--- config.mk ---
export PLATFORM = sky130hd
export DESIGN_NAME = band_mixer
export DESIGN_NICKNAME = d
export VERILOG_FILES = /design/src/rtl/band_mixer.sv
export SDC_FILE = /design/constraint.sdc
export NUM_CORES = 2
export LEC_CHECK = 0
export ABC_AREA = 1
export ABC_CLOCK_PERIOD_IN_PS = 41100
export CAP_MARGIN = 20
export CORE_MARGIN = 2
export CORE_UTILIZATION = 50
export CTS_BUF_LIST = sky130_fd_sc_hd__clkbuf_4
export DETAILED_ROUTE_END_ITERATION = 7
export PLACE_DENSITY = 0.8
export SLEW_MARGIN = 20
export SYNTH_ARGS = -nofsm -noshare
export SYNTH_HDL_FRONTEND = slang
export SYNTH_SLANG_ARGS = --single-unit
--- constraint.sdc ---
create_clock -name clk_in -period 41.1 [get_ports clk_in]
set_input_delay 4.11 -clock clk_in [delete_from_list [all_inputs] [get_ports clk_in]]
set_output_delay 4.11 -clock clk_in [all_outputs]
set_load 0.02 [all_outputs]
--- src/rtl/band_mixer.sv ---
// Band mixer: multiplies each carrier band by its envelope with one shared multiplier
// and sums the bands into a saturated 32-bit sample. Define BAND_GAIN_EN for per-band Q1.15 gain.
module band_mixer #(
    parameter int N_FILTERS = 8,
    parameter int FRAC_BITS = 24
) (
    input  logic               clk_in,
    input  logic               rst_in,
    input  logic               valid_in,
    input  logic signed [31:0] carrier_in  [N_FILTERS],
    input  logic signed [31:0] envelope_in [N_FILTERS],
`ifdef BAND_GAIN_EN
    input  logic        [15:0] band_gain_in [N_FILTERS],
`endif
    output logic signed [31:0] sample_out,
    output logic               valid_out,
    output logic               busy_out,
    output logic               overrun_out
);

    localparam int IDX_W = (N_FILTERS > 1) ? $clog2(N_FILTERS) : 1;
    localparam logic [IDX_W-1:0] LAST_IDX = IDX_W'(N_FILTERS - 1);
    localparam logic signed [63:0] SAT_MAX = 64'sh0000_0000_7FFF_FFFF;
    localparam logic signed [63:0] SAT_MIN = 64'shFFFF_FFFF_8000_0000;

    typedef enum logic [1:0] {
        IDLE,
        MAC,
        OUT
    } state_t;

    state_t             state;
    logic signed [31:0] snap_c [N_FILTERS];
    logic signed [31:0] snap_e [N_FILTERS];
`ifdef BAND_GAIN_EN
    logic        [15:0] snap_g [N_FILTERS];
    logic signed [63:0] g_ext;
`endif
    logic [IDX_W-1:0]   idx;
    logic signed [63:0] acc;
    logic signed [63:0] c_ext;
    logic signed [63:0] e_ext;
    logic signed [63:0] term;
    logic signed [31:0] sat_val;

    // One band term per cycle from the shared multiplier; >>> floors toward -inf.
    always_comb begin
        c_ext = snap_c[idx];
        e_ext = snap_e[idx];
        term  = (c_ext * e_ext) >>> FRAC_BITS;
`ifdef BAND_GAIN_EN
        g_ext = {48'd0, snap_g[idx]};
        term  = (term * g_ext) >>> 15;
`endif
    end

    always_comb begin
        if (acc > SAT_MAX) begin
            sat_val = 32'h7FFF_FFFF;
        end else if (acc < SAT_MIN) begin
            sat_val = 32'h8000_0000;
        end else begin
            sat_val = acc[31:0];
        end
    end

    always_ff @(posedge clk_in or posedge rst_in) begin
        if (rst_in) begin
            state       <= IDLE;
            idx         <= '0;
            acc         <= '0;
            sample_out  <= '0;
            valid_out   <= 1'b0;
            busy_out    <= 1'b0;
            overrun_out <= 1'b0;
            for (int i = 0; i < N_FILTERS; i++) begin
                snap_c[i] <= '0;
                snap_e[i] <= '0;
`ifdef BAND_GAIN_EN
                snap_g[i] <= '0;
`endif
            end
        end else begin
            valid_out   <= 1'b0;
            // busy_out is still high during OUT, so a frame arriving then is dropped too.
            overrun_out <= valid_in && busy_out;
            case (state)
                IDLE: begin
                    if (valid_in) begin
                        for (int i = 0; i < N_FILTERS; i++) begin
                            snap_c[i] <= carrier_in[i];
                            snap_e[i] <= envelope_in[i];
`ifdef BAND_GAIN_EN
                            snap_g[i] <= band_gain_in[i];
`endif
                        end
                        acc      <= '0;
                        idx      <= '0;
                        busy_out <= 1'b1;
                        state    <= MAC;
                    end
                end
                MAC: begin
                    acc <= acc + term;
                    idx <= idx + IDX_W'(1);
                    if (idx == LAST_IDX) begin
                        state <= OUT;
                    end
                end
                OUT: begin
                    sample_out <= sat_val;
                    valid_out  <= 1'b1;
                    busy_out   <= 1'b0;
                    state      <= IDLE;
                end
                default: state <= IDLE;
            endcase
        end
    end

endmodule

==> reports/metrics.yaml <==
timing:
  max_freq_mhz: 66.7
  skew_ns: 0.123
  setup_tns_ns: 0
  tightestPinTransition_ns: 1.16
  maxSlewHeadroom: 0.223
  grt_setup_unrepaired: "false"
  fin_crit_sh: 0.365
  setup_violations: 0
  post-route-min-period_ns: 14.98
  finalHoldViolations: 0
  slew_violations: 0
drt:
  first_pass_iters: 6
  viasPerCell: 5.74
  routed_wl_um: 270000
  drc: 0
  vias: 61800
  drt_iter0_markers: 7791
  ant_nets: 0
  detail_route.wl_per_cell_um: 25.1
die:
  pin_count: 550
  die-area_mm2: 0.138
  core_mm2: 0.134
  die_w_um: 372
  start_util: 0.505
  die-height_um: 372
  row_count: 134
logic_synthesis:
  netlist_area_mm2: 0.0676
  synth_nets: 10300
  yosysUniqueCellTypes: 54
  ys_seq_area_frac: 0.228
  synth_edf_count: 0
  synth_commonest_cells: "nand2_1 (2365), inv_1 (1383), fa_1 (1082)"
  synth_ff_type: "dfrtp_1"
  avgSynthCellArea_um2: 8.03
  synthArstFlopShare: 1.00
  synth-warning-count: 0
  syn_inst: 8420
  synth_top_area_frac: 0.320
  yosysMostFrequentCell: "nand2_1"
  synth_top_area_cell: "fa_1"
  ys_ff_latch: 616
  synth_area_leaders: "fa_1 (32%), dfrtp_1 (23%), nand2_1 (13%)"
clock_tree:
  ctsHoldBuffers: 0
  cts_tree: "built"
  cts.sinks: 616
  root_buffer: "clkbuf_4"
  postCtsResizedCells: 0
  clk_latency_ns: 1.21
  clockBufferDepth: 3
  cts_setup_buffers: 0
  cts_max_level: 4
  clk_pin_slew_ns: 0.08
  cts_made_buffers: 168
layout:
  fin_nets: 10700
  syn_to_final_growth_pct: 13.2
  fillers: 12100
  drive_gt1_frac: 0.0519
critical_path:
  crit_top_cell: "fa_1"
  path_buf_inv: 9
  critPathCaptureType: "flip-flop"
  worst_setup_path_start_kind: "flip-flop"
  critPathSlowestCell: "fa_1"
  worst-path-max-fanout: 104
  arrival_ns: 15.97
  crit_type: "flip-flop to flip-flop"
  cp.required_ns: 42.09
  cp_top_family: "adder cells"
  critPathMaxStageDelay_ns: 1.07
global_routing:
  grt_max_degree: 198
  track_usage: 0.399
  antenna_found_initial: 29
  grt_pass1_wl_um: 401000
  grt_pass1_vias: 63800
  grt_overflow: 0
min_path:
  hold_path.class: "flip-flop to flip-flop"
placed_design:
  port_buffers: 549
  gp_congestion: 1.03
  dp_hpwl_um: 210000
job:
  cap_violations: 0
outcome:
  outcome: "finished clean"
-- through the flow --
stage                      util  std cells  setup WS, ns  hold slack [ns]  cell area, µm²
after floorplan               -       8420         19.74            0.444           67600
after global placement    0.555      10400         26.55            0.457           74200
after detailed placement  0.555      10400         26.45            0.460           74200
after CTS                 0.571      10700         26.42            0.477           76400
after global routing      0.572      10700         25.26            0.486           76500
final                     0.572      10800         26.12            0.476           76500
-- worst register-to-register path: cells and delay by family (launching register included) --
| family | cells | cell delay, ns |
|---|---|---|
| fa+ha+maj | 10 | 6.12 |
| xor+xnor | 1 | 0.13 |
| simple gates | 13 | 2.92 |
| compound gates | 8 | 1.96 |
| flops | 1 | 0.92 |
| buf+inv | 9 | 2.76 |
-- cell type report --
cell class	count	area, µm²	share of cell area
sequential	616	15400	0.202
clock buffer	237	1780	0.0233
timing repair buffer	640	6210	0.0812
antenna	27	67.6	0.000883
tap	1768	2210	0.0289
inverter	1420	5360	0.0700
multi-input combinational	5994	45100	0.589
clock inverter	51	373	0.00487
-- registers in the layout, indices dropped and copies added, names as in the netlist --
signal and flops:
overrun_out 1, snap_c 256, idx 3, acc 64
valid_out 1, busy_out 1, sample_out 32, snap_e 256
state 2
-- worst paths after layout --
check,start,to,slack [ns],depth (start not counted)
max reg2reg,idx[0],acc[54],26.12,41
max in group asynchronous,rst_in,snap_c[96],34.38,5
max,idx[0],acc[54],26.12,41
min reg2reg,snap_e[102],snap_e[102],0.48,2
min in group asynchronous,rst_in,snap_e[78],3.56,2
min,snap_e[102],snap_e[102],0.48,2
-- routing by layer --
metal,share of wire,GRT usage,routed length (µm)
met5,0.00033,0,90
met4,0.080,0.265,21700
met3,0.12,0.127,32700
met2,0.43,0.586,115000
met1,0.37,0.505,100000
-- placed cells by master, fill, tap and decap left out, types with 5 or more instances in the layout --
cell type        count
nand3_1             92
clkbuf_4           237
clkinv_8             6
a21boi_0             6
o211ai_1             9
o21ai_2             29
inv_2               36
nor4_1              19
inv_1             1380
clkinv_1            32
inv_12               6
nand2_2              5
a31oi_1             25
nand2_1           2364
a21o_1              21
nand4_1             16
nor2_1             916
dfrtp_1            614
nor3_1              25
clkdlybuf4s50_1    549
fa_1              1081
buf_4               88
ha_1               247
diode_2             27
o21ai_4             21
o21bai_1            11
a21oi_1            305
o21ai_1             51
o21ai_0            581
xor2_1              44
o21a_1              14
and3_1               5
o22ai_1             46
xnor2_1             21
-- cell families after synthesis --
kind of cell | count (synthesis) | share of synthesized area
compound gates | 1143 | 0.0938
flops | 616 | 0.228
simple gates | 3457 | 0.197
xor+xnor | 65 | 0.00842
buf+inv | 1810 | 0.107
fa+ha+maj | 1329 | 0.366
Power is left out: the tool's default activity adds up to more than one toggle a clock period on the data nets, which glitch-free logic cannot reach.
